### config.mk
export PLATFORM = sky130hd
export DESIGN_NAME = axi_lite_slave_regs
export DESIGN_NICKNAME = d
export VERILOG_FILES = /design/src/rtl/axi_lite_pkg.sv /design/src/rtl/axi_lite_regfile.sv /design/src/rtl/axi_lite_slave_regs.sv
export SDC_FILE = /design/constraint.sdc
export NUM_CORES = 1
export LEC_CHECK = 0
export CORE_MARGIN = 1.5
export CORE_UTILIZATION = 49
export DETAILED_ROUTE_END_ITERATION = 12
export GPL_TIMING_DRIVEN = 1
export PLACE_DENSITY = 0.8
export SYNTH_ARGS = -nofsm -noshare
export SYNTH_HDL_FRONTEND = slang
export SYNTH_SLANG_ARGS = --single-unit
### constraint.sdc
create_clock -name aclk -period 15.7 [get_ports aclk]
set_input_delay 3.14 -clock aclk [delete_from_list [all_inputs] [get_ports aclk]]
set_output_delay 3.14 -clock aclk [all_outputs]
set_load 0.01 [all_outputs]
### src/rtl/axi_lite_pkg.sv
// Shared constants and state encodings for the AXI-Lite slave register file.
package axi_lite_pkg;

    localparam int DATA_W = 32;
    localparam int STRB_W = DATA_W / 8;

    localparam logic [1:0] RESP_OKAY   = 2'b00;
    localparam logic [1:0] RESP_SLVERR = 2'b10;

    typedef enum logic [2:0] {
        W_IDLE,
        W_WAIT_W,
        W_WAIT_AW,
        W_EXEC,
        W_RESP
    } w_state_t;

    typedef enum logic {
        R_IDLE,
        R_DATA
    } r_state_t;

endpackage

### src/rtl/axi_lite_regfile.sv
// Byte-strobed register array: one write port, one combinational read port
// and a flat image of every register for fabric logic.
module axi_lite_regfile
    import axi_lite_pkg::*;
#(
    parameter int                NUM_REGS  = 8,
    parameter logic [DATA_W-1:0] RESET_VAL = 32'h0000_0000,
    localparam int               IDX_W     = $clog2(NUM_REGS)
) (
    input  logic                       aclk,
    input  logic                       areset,
    input  logic                       we,
    input  logic [IDX_W-1:0]           widx,
    input  logic [DATA_W-1:0]          wdata,
    input  logic [STRB_W-1:0]          wstrb,
    input  logic [IDX_W-1:0]           ridx,
    output logic [DATA_W-1:0]          rdata,
    output logic [NUM_REGS*DATA_W-1:0] regs_out
);

    logic [DATA_W-1:0] regs [NUM_REGS];

    always_ff @(posedge aclk or posedge areset) begin
        if (areset) begin
            for (int k = 0; k < NUM_REGS; k++) begin
                regs[k] <= RESET_VAL;
            end
        end else if (we) begin
            for (int b = 0; b < STRB_W; b++) begin
                if (wstrb[b]) begin
                    regs[widx][8*b +: 8] <= wdata[8*b +: 8];
                end
            end
        end
    end

    // Reads see the pre-write contents, so a read colliding with a write gets the old value.
    assign rdata = regs[ridx];

    for (genvar k = 0; k < NUM_REGS; k++) begin : g_flat
        assign regs_out[k*DATA_W +: DATA_W] = regs[k];
    end

endmodule

### src/rtl/axi_lite_slave_regs.sv
// AXI-Lite slave exposing NUM_REGS 32-bit registers; independent write and
// read handshake FSMs around a byte-strobed register file.
module axi_lite_slave_regs
    import axi_lite_pkg::*;
#(
    parameter int                NUM_REGS  = 8,
    parameter int                ADDR_W    = 32,
    parameter logic [DATA_W-1:0] RESET_VAL = 32'h0000_0000
) (
    input  logic                       aclk,
    input  logic                       areset,
    input  logic [ADDR_W-1:0]          awaddr,
    input  logic                       awvalid,
    output logic                       awready,
    input  logic [DATA_W-1:0]          wdata,
    input  logic [STRB_W-1:0]          wstrb,
    input  logic                       wvalid,
    output logic                       wready,
    output logic [1:0]                 bresp,
    output logic                       bvalid,
    input  logic                       bready,
    input  logic [ADDR_W-1:0]          araddr,
    input  logic                       arvalid,
    output logic                       arready,
    output logic [DATA_W-1:0]          rdata,
    output logic [1:0]                 rresp,
    output logic                       rvalid,
    input  logic                       rready,
    output logic [NUM_REGS*DATA_W-1:0] regs_out
);

    localparam int                IDX_W      = $clog2(NUM_REGS);
    localparam logic [ADDR_W-1:0] ADDR_LIMIT = ADDR_W'(NUM_REGS * 4);

    w_state_t          w_state, w_state_next;
    r_state_t          r_state, r_state_next;
    logic [ADDR_W-1:0] aw_addr_q;
    logic [DATA_W-1:0] wdata_q;
    logic [STRB_W-1:0] wstrb_q;
    logic              aw_in_range, ar_in_range, reg_we;
    logic [DATA_W-1:0] reg_rdata;

    assign aw_in_range = (aw_addr_q < ADDR_LIMIT);
    assign ar_in_range = (araddr < ADDR_LIMIT);
    assign reg_we      = (w_state == W_EXEC) && aw_in_range;

    axi_lite_regfile #(
        .NUM_REGS  (NUM_REGS),
        .RESET_VAL (RESET_VAL)
    ) u_regfile (
        .aclk     (aclk),
        .areset   (areset),
        .we       (reg_we),
        .widx     (aw_addr_q[IDX_W+1:2]),
        .wdata    (wdata_q),
        .wstrb    (wstrb_q),
        .ridx     (araddr[IDX_W+1:2]),
        .rdata    (reg_rdata),
        .regs_out (regs_out)
    );

    always_ff @(posedge aclk or posedge areset) begin
        if (areset) begin
            w_state <= W_IDLE;
            r_state <= R_IDLE;
        end else begin
            w_state <= w_state_next;
            r_state <= r_state_next;
        end
    end

    // Readies and valids are pure decodes of the registered state.
    always_comb begin
        w_state_next = w_state;
        awready      = 1'b0;
        wready       = 1'b0;
        bvalid       = 1'b0;
        unique case (w_state)
            W_IDLE: begin
                awready = 1'b1;
                wready  = 1'b1;
                if (awvalid && wvalid) w_state_next = W_EXEC;
                else if (awvalid)      w_state_next = W_WAIT_W;
                else if (wvalid)       w_state_next = W_WAIT_AW;
            end
            W_WAIT_W: begin
                wready = 1'b1;
                if (wvalid) w_state_next = W_EXEC;
            end
            W_WAIT_AW: begin
                awready = 1'b1;
                if (awvalid) w_state_next = W_EXEC;
            end
            W_EXEC: w_state_next = W_RESP;
            W_RESP: begin
                bvalid = 1'b1;
                if (bready) w_state_next = W_IDLE;
            end
            default: w_state_next = W_IDLE;
        endcase
    end

    always_comb begin
        r_state_next = r_state;
        arready      = (r_state == R_IDLE);
        rvalid       = (r_state == R_DATA);
        if (r_state == R_IDLE && arvalid)     r_state_next = R_DATA;
        else if (r_state == R_DATA && rready) r_state_next = R_IDLE;
    end

    always_ff @(posedge aclk or posedge areset) begin
        if (areset) begin
            aw_addr_q <= '0;
            wdata_q   <= '0;
            wstrb_q   <= '0;
            bresp     <= RESP_OKAY;
        end else begin
            if (awready && awvalid) aw_addr_q <= awaddr;
            if (wready && wvalid) begin
                wdata_q <= wdata;
                wstrb_q <= wstrb;
            end
            if (w_state == W_EXEC) bresp <= aw_in_range ? RESP_OKAY : RESP_SLVERR;
        end
    end

    always_ff @(posedge aclk or posedge areset) begin
        if (areset) begin
            rdata <= '0;
            rresp <= RESP_OKAY;
        end else if (r_state == R_IDLE && arvalid) begin
            rdata <= ar_in_range ? reg_rdata : '0;
            rresp <= ar_in_range ? RESP_OKAY : RESP_SLVERR;
        end
    end

endmodule

==> results of run 1 <==
-- power breakdown --
| part | switching [W] | total (W) | internal, W | leakage, nW |
|---|---|---|---|---|
| Combinational | 0.000165 | 0.000305 | 0.000140 | 4.12 |
| Sequential | 0.000133 | 0.00115 | 0.00102 | 4.87 |
| Clock | 0.000366 | 0.000935 | 0.000569 | 0.666 |
| Total | 0.000664 | 0.00239 | 0.00173 | 9.65 |
-- layout make-up --
| class | instances | area, um2 | area share |
|---|---|---|---|
| sequential | 360 | 9010 | 0.418 |
| antenna | 1 | 2.50 | 0.000116 |
| clock buffer | 57 | 1220 | 0.0564 |
| inverter | 9 | 41.3 | 0.00192 |
| tap | 402 | 503 | 0.0233 |
| multi-input combinational | 564 | 6600 | 0.306 |
| clock inverter | 12 | 116 | 0.00540 |
| timing repair buffer | 409 | 4070 | 0.189 |
-- per-layer routing --
metal | track usage | up-vias
li1 | - | 4499
met1 | 0.355 | 5494
met2 | 0.449 | 375
met3 | 0.0663 | 93
met4 | 0.101 | 0
met5 | 0 | -
-- state kept, by name, indices dropped and copies added, names as in the netlist --
signal	cells
u_regfile.regs_out	256
wstrb_q	4
w_state	3
aw_addr_q	30
rresp	1
wdata_q	32
rvalid	1
rdata	32
bresp	1
-- cell usage in the layout, fill, tap and decap left out, types with 3 or more instances in the layout --
cell / count
sky130_fd_sc_hd__nand2_1: 38
sky130_fd_sc_hd__clkdlybuf4s50_1: 394
sky130_fd_sc_hd__buf_4: 13
sky130_fd_sc_hd__nor4_1: 11
sky130_fd_sc_hd__clkbuf_8: 13
sky130_fd_sc_hd__dfrtp_1: 360
sky130_fd_sc_hd__nor4_2: 3
sky130_fd_sc_hd__clkinv_2: 8
sky130_fd_sc_hd__mux4_2: 64
sky130_fd_sc_hd__inv_1: 4
sky130_fd_sc_hd__nor4_4: 29
sky130_fd_sc_hd__inv_2: 4
sky130_fd_sc_hd__clkbuf_16: 41
sky130_fd_sc_hd__mux2i_1: 33
sky130_fd_sc_hd__nor2_1: 6
sky130_fd_sc_hd__nand4_1: 3
sky130_fd_sc_hd__nand3b_1: 3
sky130_fd_sc_hd__mux2_2: 318
sky130_fd_sc_hd__clkbuf_1: 3
sky130_fd_sc_hd__o21ai_0: 37
-- per-stage QoR --
stage	total power (W)	instance area [um2]
floorplan	0.00134	15900
global placement	0.00145	20200
detailed placement	0.00147	20200
CTS	0.00241	21500
global route	0.00249	21500
finish	0.00239	21500
-- worst max-delay path by stage --
| stage | from | endpoint | slack [ns] | cells past startpoint |
|---|---|---|---|---|
| final | araddr[25] | rdata[14] | 10.53 | 4 |
| after global routing | w_state[2] | bvalid | 10.50 | 2 |
| after CTS | araddr[25] | rdata[14] | 10.55 | 4 |
| after detailed placement | araddr[25] | rdata[14] | 10.01 | 4 |
| after global placement | araddr[25] | rresp[1] | 10.11 | 4 |
| after floorplan | areset | aw_addr_q[10] | 2.57 | 1 |
-- worst register-to-register path: cells and delay by family, from the launching register on --
kind,cells,cell delay (ns)
flip-flops,1,0.38
AND/OR/NAND/NOR,3,1.55
multiplexers,1,0.43
buffers and inverters,1,0.40
-- kinds of logic (layout without fill, tap and decap cells) --
group	Yosys count	count (layout)
AO/OA/AOI/OAI	41	41
flip-flops	360	360
multiplexers	415	415
other	1	3
buffers and inverters	55	487
AND/OR/NAND/NOR	106	106
==> summary by stage, run 1 <==
Run status
The run finished with clean final reports.

Synth
For this run, the leading register cell type out of synthesis is sky130_fd_sc_hd__dfrtp_1. The most common cell in the synthesized netlist is sky130_fd_sc_hd__dfrtp_1. Of the total synthesized cell area, the portion taken by full adders, half adders and majority gates is 0. The synthesized design contains 0 enable-type register cells. Counting flops with an async set or reset pin after synthesis yields a share of 1.00. Of the total synthesized cell area, the portion taken by AND, OR, NAND and NOR gates is 0.0641. The post-synthesis sequential area ratio is 0.568. Yosys attributes the largest share of cell area to sky130_fd_sc_hd__dfrtp_1, sky130_fd_sc_hd__mux2_2, sky130_fd_sc_hd__mux4_2. Sorting the synthesized cells by how often they occur yields sky130_fd_sc_hd__dfrtp_1, sky130_fd_sc_hd__mux2_2, sky130_fd_sc_hd__mux4_2.

The share of Yosys cell area claimed by the top area cell type is 0.568. The biggest area consumer among synthesized cells is sky130_fd_sc_hd__dfrtp_1. The synthesized netlist contains 32 unique library cells. By area, the combinational part of the netlist is dominated by multiplexers. The register bit total from synthesis is 360. The post-synthesis mux area share is 0.338. The area of the mapped netlist is 15900 um2. The share of the synthesized area in compound gates (AO/OA/AOI/OAI) is 0.0135. The number of warning messages in the yosys log is 0.

The post-synthesis share of cell area spent on xor and xnor gates is 0. Averaged over all synthesized cells, the footprint is 16.2 um2. The post-synthesis instance total is 978.

Detailed routing
The per-cell via count in the routed design is 5.77. For this block, the via count after detailed routing is 10500. The top routing layer in use is met4. After detailed routing, the average wire length per cell comes to 24.8 um. For this run, the detailed router's first-pass iteration total came to 4. In the detailed route, the total length drawn on met3 is 3140 um.

For this run, design rule violations remaining after detail routing come to 0. The first routing iteration left 507 violations. The count of nets left with antenna violations once routing finished came out at 0. In the final routing, the length of wire on met1 measures 18600 um. Detailed routing placed a total of 21800 um of wire on met2. The final wirelength is 45100 um.

Setup path
The setup path with the least slack is of type in2reg. Among all stages on the critical path, the largest delay is contributed by sky130_fd_sc_hd__or4_2. The type of element capturing the critical path is a flop.

The worst register-to-register path begins at aw_addr_q[20]. The depth of the most critical reg-to-reg path is 5. The largest driver fanout on the critical path is 33. The number of buffers and inverters on the critical path is 1. Setup slack on the worst reg-to-reg path comes out at 12.82 ns. The element type at the critical path start is an input port.

At the worst endpoint, the required time is 16.11 ns. The data arrival at the endpoint of the critical path is 5.57 ns. The worst reg2reg path endpoint is u_regfile.regs_out[125]. Traced cell by cell, the critical path runs through clkdlybuf4s50_1 > or4_1 > or4_2 > o21ai_0.

The top cell family by delay on the critical path is simple AND/OR/NAND/NOR gates. For this run, the slowest stage of the critical path takes 1.12 ns.

Final layout
Relative to the synthesized area, the layout overhead comes to 35.9%. The final core utilization is 0.679. In the final design database the tool counted 1490 nets. The number of inserted filler cells in the final layout is 2184. The final non-filler cell total is 1814. The layout cell share with drive strength beyond 1 is 0.358.

Die
The die covers 33400 um2. The count of pins on the block boundary is 404. The core region area is 31700 um2. The chip width is 183 um. The initial utilization of the core area, before any placement, comes to 0.500. The vertical die dimension is 183 um. The initialized floorplan defines 65 standard-cell rows.

STA
The count of final hold-check violations came to 0. The number of max-slew violations in the final report is 0. The shortest clock period the worst path allows after layout is 5.17 ns. The final hold slack is 0.478 ns. In the finished design, the share of the clock period the worst path needs comes to 0.329. The final setup violation count is 0. Measured against its own limit, the worst slew margin works out to 0.304.

Summed over all failing endpoints, the final setup total negative slack is 0 ns. Setup repair after global routing left no endpoint under its margin. The minimum setup slack in the final design is 10.53 ns.

For the pin with the worst max-slew slack, the measured transition is 1.04 ns. The worst setup skew after layout is 0.0166 ns. Derived from the worst setup path, the maximum achievable clock frequency is 193 MHz.

Clock tree
The count of hold-fix buffers inserted at cts is 0. The number of buffers inserted to repair setup after CTS is 0. The number of clock buffers inserted by TritonCTS is 39. The clock net in this run drives a total of 360 sinks. The depth of the CTS H-tree is 2.

The clock tree from TritonCTS is yes. The maximum number of buffers from clock root to sink is 3. The root buffer cell chosen for the clock tree is sky130_fd_sc_hd__clkbuf_16.

Once the clock tree was built, the resizer swapped 0 gates to a different size. The clock-pin slew on the worst setup and hold paths is 0.06 ns. The clock latency reported for the late side of the worst-skew pair is 0.52 ns.

Worst hold path
The worst hold path belongs to the class reg2reg. The startpoint of the tightest hold check path is rdata[16]. For hold timing, the worst endpoint is rdata[16]. Counting instances, the worst hold path has a depth of 2.

Placement
The placed wire-length estimate is 30100 um. In this run the tool buffered the top-level ports with 397 buffer cells. The global placement routability congestion is 0.795.

Once placement completed, the tool counted placed cells totaling 1744. The minimum setup slack after placement is 10.01 ns.

Power and ir drop
In this run the static leakage power is 9.65 nW. The power per cell area is 111 nW/um2. Across the VDD grid, the largest voltage drop is 105 uV.

GRT
For this run, the total global-route usage over all layers was measured as 0.273. The maximum number of pins on one net before global-route repair is 172. For this run the aggregate overflow at the end of global routing stands at 0. The first-pass GRT wire length is 68700 um. The via count of the first global-routing pass is 11100. The number of antenna violations at the first check in global routing is 1.

Flow run
The max capacitance violation total is 0.
Note: power is estimated with default switching activity, not from simulation.
==> inputs of run 2 (changes only) <==
--- a/config.mk
+++ b/config.mk
@@ -6,10 +6,10 @@
 export NUM_CORES = 1
 export LEC_CHECK = 0
 export CORE_MARGIN = 1.5
-export CORE_UTILIZATION = 49
+export CORE_UTILIZATION = 45
 export DETAILED_ROUTE_END_ITERATION = 12
 export GPL_TIMING_DRIVEN = 1
-export PLACE_DENSITY = 0.8
+export PLACE_DENSITY = 0.77
 export SYNTH_ARGS = -nofsm -noshare
 export SYNTH_HDL_FRONTEND = slang
 export SYNTH_SLANG_ARGS = --single-unit
==> constraint.sdc (replaced) <==
create_clock -name aclk -period 4.7 [get_ports aclk]
set_input_delay 0.94 -clock aclk [delete_from_list [all_inputs] [get_ports aclk]]
set_output_delay 0.94 -clock aclk [all_outputs]
set_load 0.01 [all_outputs]
==> summary by stage, run 2 (synthesis gave the netlist of run 1 again) <==
Final layout
The final layout net count is 1493. The register with the most flip-flops in the layout has 256 of them. The number of inserted filler cells in the final layout is 2620. The most common cell after layout, fill and taps aside is sky130_fd_sc_hd__clkdlybuf4s50_1. The library cells used most frequently in the layout, excluding fill and tap cells, are sky130_fd_sc_hd__clkdlybuf4s50_1, sky130_fd_sc_hd__dfrtp_1, sky130_fd_sc_hd__mux2_2. The layout cell share with drive strength beyond 1 is 0.354. The area growth from synthesis to final layout is 36.2%.

Die
The initial utilization of the core area, before any placement, comes to 0.458. The floorplan step defined a die boundary enclosing 36400 um2. The floorplan has 68 rows. For this design the top-level I/O count stands at 404. Measured along the x axis, the die boundary spans 191 um. Measured along the y axis, the die boundary spans 191 um. After floorplanning, the core was sized to cover 34600 um2.

Placement
The global placement routability congestion is 0.798. OpenSTA, run right after detailed placement, puts the worst setup slack at 1.65 ns. The port buffer count is 397. Summed over all nets, the half-perimeter wirelength after detailed placement is 30700 um.

Power and ir drop
The reported leakage power is 9.63 nW. The share of total power dissipated in the clock network is 0.380. Of the total power, the share spent switching nets is 0.276. For this design the total switching power over the nets is 0.00216 W.

The worst ir drop on vdd is 317 uV. The share of total power in combinational logic is 0.129. The power after layout is 0.00782 W.

The register share of total power is 0.491. The total internal power is 0.00566 W. For this design the ratio of total power to cell area is 362 nW/um2.

Detailed routing
For this run, the detailed router's first-pass iteration total came to 4. The routed layout has 10300 vias. The final routed DRC violation total is 0. The count of nets left with antenna violations after detail routing is 0. After the first detailed-routing iteration, the DRC count stood at 551. Dividing the detail-routed wire length by the instance count gives 24.0 um.

The per-cell via count in the routed design is 5.53. The final wirelength is 44900 um.

Setup path
The worst setup path is launched from a flop. In this run the worst path has a maximum fanout of 6. By startpoint and endpoint, the worst setup path is classified as reg2out. Data on the critical path arrives at its endpoint at 1.84 ns. The top cell family by delay on the critical path is buffers and inverters. Traced cell by cell, the critical path runs through nor3b_1 > clkdlybuf4s50_1. The worst setup path is captured at a primary output. The delay of the slowest cell on the worst path is 0.60 ns.

The required time reported for the critical path endpoint is 3.76 ns. Counting both buffers and inverters, the worst setup path holds a total of 1. The slowest library cell on the worst path is sky130_fd_sc_hd__clkdlybuf4s50_1. In this run the register-to-register setup slack is 1.94 ns.

STA
For the final routed database, the setup TNS stands at 0 ns. The count of final hold-check violations came to 0. In the post-route analysis, the smallest setup slack over all paths is 1.92 ns.

The worst setup skew after layout is 0.0153 ns. The number of max-slew violations in the final report is 0. Setup repair after global routing left no endpoint under its margin.

Setup violations remaining at the end of the flow were counted as 0. Derived from the worst setup path, the maximum achievable clock frequency is 360 MHz. The transition time of the tightest slew-check pin is 1.06 ns. The worst max-slew margin expressed relative to the limit is 0.295. In the finished design, the share of the clock period the worst path needs comes to 0.591.

The worst path needs 2.78 ns of the cycle, external delays included.

Clock tree
Post-CTS repair changed the size of 0 cells. The count of hold-fix buffers inserted at cts is 0. The number of clock buffers inserted by TritonCTS is 39.

For the worst-skew pair, the clock arrives at the later sink with an insertion delay of 0.52 ns. After clock tree synthesis, the clock-pin slew on the worst setup and hold paths is 0.06 ns. The clock tree from TritonCTS is yes. The cell sitting at the root of the clock tree is a sky130_fd_sc_hd__clkbuf_16. The CTS sink count is 360. The clock passes through at most 3 buffers. The depth of the CTS H-tree is 2. Buffers added to address setup during post-CTS repair amount to 0.

GRT
In the global route stage, overall resource usage came out at 0.249. The number of antenna violations at the first check in global routing is 1. The via count of the first global-routing pass is 10900. Entering global routing, the biggest net connects 135 pins.

The first global-routing pass estimated 67800 um of wire. The total overflow left after global routing is 0.

Worst hold path
The min-delay analysis places its worst path in the category reg2reg.

Flow run
The max capacitance violation total is 0.

Run status
The flow ran to the end, and the final reports show no timing, DRC or antenna violations.
## run 2: cell types whose count changed in the layout (fill, tap and decap cells not counted), sizes merged
cell / change
clkbuf: +1
bufinv: -1
inv: -2
buf: +3
## run 2: power by group through the flow
stage          logic, W  clock network [W]  registers [W]
6_report        0.00101            0.00297        0.00384
5_1_grt         0.00110            0.00319        0.00390
4_1_cts         0.00103            0.00304        0.00382
3_5_place_dp    0.00103                  0        0.00387
3_3_place_gp   0.000996                  0        0.00385
2_1_floorplan  0.000781                  0        0.00371
## run 2: worst register-to-register path: stages, from the launching register on
cell,delay (ns)
sky130_fd_sc_hd__dfrtp_1,0.38
sky130_fd_sc_hd__nor4_1,0.36
sky130_fd_sc_hd__nand4_1,0.16
sky130_fd_sc_hd__buf_4,0.37
sky130_fd_sc_hd__nor4_4,0.95
sky130_fd_sc_hd__mux2_2,0.42
## run 2: stage by stage
stage           util  cell area [um2]  hold slack, ns  cells
2_1_floorplan      -            15900           0.471    979
3_3_place_gp   0.587            20300           0.461   1800
3_5_place_dp   0.587            20300           0.470   1800
4_1_cts        0.623            21600           0.483   1867
5_1_grt        0.623            21600           0.506   1867
6_report       0.624            21600           0.479   1868
## run 2: worst paths after layout
kind                                from                       to  cells past startpoint
setup / recovery              w_state[2]                   bvalid                      2
hold reg to reg                rdata[14]                rdata[14]                      2
setup reg to reg           aw_addr_q[20]   u_regfile.regs_out[65]                      5
max in group asynchronous         areset   u_regfile.regs_out[54]                      3
hold / removal                 rdata[14]                rdata[14]                      2
min in group asynchronous         areset  u_regfile.regs_out[220]                      3
## run 2: routing by layer
metal	global-route usage	routed length, um	vias to the layer above
met1	0.332	18900	5394
met5	0	0	-
met4	0.0672	1020	0
met2	0.410	21900	360
li1	-	-	4500
met3	0.0569	3040	77
## run 2: cell type report
cell class | count | area, um2 | area share
clock buffers | 58 | 1180 | 0.0546
clock inverters | 9 | 73.8 | 0.00342
flip-flops and latches | 360 | 9010 | 0.417
inverters | 9 | 37.5 | 0.00174
diodes | 1 | 2.50 | 0.000116
repair buffers | 412 | 4130 | 0.191
multi-input cells | 564 | 6590 | 0.305
well taps | 455 | 569 | 0.0264
==> inputs of run 3 (changes only) <==
==> constraint.sdc (replaced) <==
create_clock -name aclk -period 2.3 [get_ports aclk]
set_input_delay 0.46 -clock aclk [delete_from_list [all_inputs] [get_ports aclk]]
set_output_delay 0.46 -clock aclk [all_outputs]
set_load 0.01 [all_outputs]
==> summary by stage, run 3 (synthesis gave the netlist of run 1 again) <==
Worst hold path
The min-delay analysis places its worst path in the category in2async.

STA
The clock arrives with 0.0121 ns of skew. Setup repair after global routing left no endpoint under its margin. The count of final hold-check violations is 0.

The share of the clock period used by the worst path is 0.970. The setup TNS after final layout is 0 ns. Measured against its own limit, the worst slew margin works out to 0.647.

The maximum clock frequency is 448 MHz. The minimum setup slack in the final design is 0.0695 ns. The final setup violation count is 0.

Across all hold checks on the routed design, the worst slack comes to 0.383 ns. The worst path needs 2.23 ns of the cycle, external delays included. The transition time of the tightest slew-check pin is 0.527 ns. The number of max-slew violations in the final report is 0.

Run status
The run finished with clean final reports.

Setup path
STA puts the critical path data required time at 1.84 ns. Walking the worst path, the cells encountered are nor2_1 > clkdlybuf4s50_1. The type of element capturing the critical path is a primary output. The slowest stage of the critical path is the sky130_fd_sc_hd__clkdlybuf4s50_1 cell. Of all nets on the critical path, the largest fanout is 6.

Data arrives at the worst endpoint at 1.77 ns. The element type at the critical path start is a flop. The worst setup path is of the reg2out kind. Counting both buffers and inverters, the worst setup path holds a total of 1. For this run, the slowest stage of the critical path takes 0.61 ns. The cell family contributing the most delay on the critical path is buffers and inverters.

Final layout
Compared with the post-synthesis result, the final layout area differs by 42.0%. The top cell types in the final layout, fill and taps aside, are sky130_fd_sc_hd__clkdlybuf4s50_1, sky130_fd_sc_hd__dfrtp_1, sky130_fd_sc_hd__mux2_2. The number of inserted filler cells in the final layout is 2498. The library cell used most frequently in the layout, excluding fill and tap cells, is sky130_fd_sc_hd__clkdlybuf4s50_1. The antenna diode count is 0. At the end of the flow, the number of nets in the layout was 1546.

Of the cells placed in the final design, the portion with a size suffix greater than 1 is 0.381. Summing all flip-flop and latch instances after layout gives 9010 um2. The final instance area is 22500 um2. Summing all multi-input logic gate instances after layout gives 6630 um2. The number of flip-flops in the largest register is 256.

Die
The initial utilization of the core area, before any placement, comes to 0.458. The core region area is 34600 um2. Measured along the y axis, the die boundary spans 191 um. The floorplan has 68 rows. The area enclosed by the die boundary is 36400 um2.

The count of pins on the block boundary is 404. Measured along the x axis, the die boundary spans 191 um.

Clock tree
The root buffer cell is sky130_fd_sc_hd__clkbuf_16. The clock tree from TritonCTS is yes. The H-tree was split into 2 levels. The CTS sink count is 360. The number of clock buffers inserted by TritonCTS is 39. The clock latency reported for the late side of the worst-skew pair is 0.51 ns. The maximum number of buffers from clock root to sink is 3. The clock-pin slew on the worst setup and hold paths is 0.06 ns.

GRT
In the global route stage, overall resource usage came out at 0.249. Entering global routing, the biggest net connects 79 pins. The first-pass GRT wire length is 68400 um.

The via count of the first global-routing pass is 11100. Summed over all layers, the global routing overflow is 0. The number of antenna violations at the first check in global routing is 0.

Detailed routing
The DRC violation total after the first TritonRoute iteration is 482. In the final routed layout, each cell accounts on average for 23.5 um. Across all layers, the routed design uses 10600 vias. The pre-antenna-repair detailed-routing pass consisted of 4 iterations. After detailed routing, the number of remaining DRC violations is 0. The final wirelength is 45200 um. In the routed layout, each cell is associated on average with a via count of 5.50. The count of nets left with antenna violations after detail routing is 0.

Placement
Before CTS, the worst setup slack after placement is -0.126 ns. The global placement routability congestion is 0.800. After legalization and detailed placement, the total HPWL measured 31500 um. Summing all placed instances gives a cell area of 21200 um2.

The port buffer count is 397.

Flow run
The max capacitance violation total is 0.

Power and ir drop
The worst-case IR drop observed on VDD is 582 uV. Power spread over the standard cell area amounts to 720 nW/um2. In this run the static leakage power is 10.1 nW.
-- run 3: cell types whose count changed in the layout (fill, tap and decap cells not counted), moves of 2 or more --
cell                        change
sky130_fd_sc_hd__buf_12        +35
sky130_fd_sc_hd__buf_4         +14
sky130_fd_sc_hd__buf_6          +3
sky130_fd_sc_hd__bufinv_16      +2
sky130_fd_sc_hd__clkbuf_1       -2
sky130_fd_sc_hd__clkinv_2       +3
sky130_fd_sc_hd__nor4_1         -2
sky130_fd_sc_hd__nor4_4         +2
-- run 3: metrics by stage --
stage | util | instances | power [W]
finish | 0.650 | 1921 | 0.0162
global route | 0.650 | 1921 | 0.0169
CTS | 0.648 | 1918 | 0.0163
detailed placement | 0.611 | 1850 | 0.0101
global placement | 0.611 | 1850 | 0.0100
floorplan | - | 979 | 0.00917
-- run 3: where the power goes --
part | internal (W) | switching (W) | total [W] | leakage, nW
sequential | 0.00696 | 0.000907 | 0.00786 | 4.87
combinational | 0.00105 | 0.00114 | 0.00219 | 4.57
clock | 0.00374 | 0.00242 | 0.00616 | 0.638
-- run 3: per-layer routing --
metal / share of wire / routed length [um] / global-route usage
met5: 0 / 0 / 0
met4: 0.025 / 1130 / 0.0700
met3: 0.068 / 3090 / 0.0548
met2: 0.49 / 22100 / 0.409
met1: 0.42 / 18800 / 0.335
-- run 3: repair_timing --
| action | 4_1_cts | 5_1_grt |
|---|---|---|
| setup endpoints to repair | 3 | 94 |
| pin swaps | 0 | 4 |
| hold buffers | 0 | 0 |
| buffers inserted | 0 | 1 |
| cloned | 0 | 2 |
| gates resized for setup | 2 | 6 |
-- run 3: final cells by class --
type                            count  share of cell area
Clock buffer                       54              0.0499
Clock inverter                     14             0.00661
Sequential cell                   360               0.400
Multi-Input combinational cell    564               0.294
Timing Repair Buffer              465               0.222
Tap cell                          455              0.0253
Inverter                            9             0.00167
-- run 3: tightest hold or removal path, cell delays in order --
cell and delay, ns:
sky130_fd_sc_hd__clkdlybuf4s50_1 0.46, sky130_fd_sc_hd__clkinvlp_4 0.12, sky130_fd_sc_hd__buf_4 0.21
-- run 3: final timing paths --
check,start,to,slack (ns),depth (start not counted)
hold / removal,areset,u_regfile.regs_out[59],0.38,3
min in group aclk,rdata[30],rdata[30],0.48,2
hold reg to reg,rdata[30],rdata[30],0.48,2
setup / recovery,w_state[2],wready,0.07,2
setup reg to reg,aw_addr_q[30],u_regfile.regs_out[184],0.10,7
max in group asynchronous,areset,wdata_q[10],1.21,4
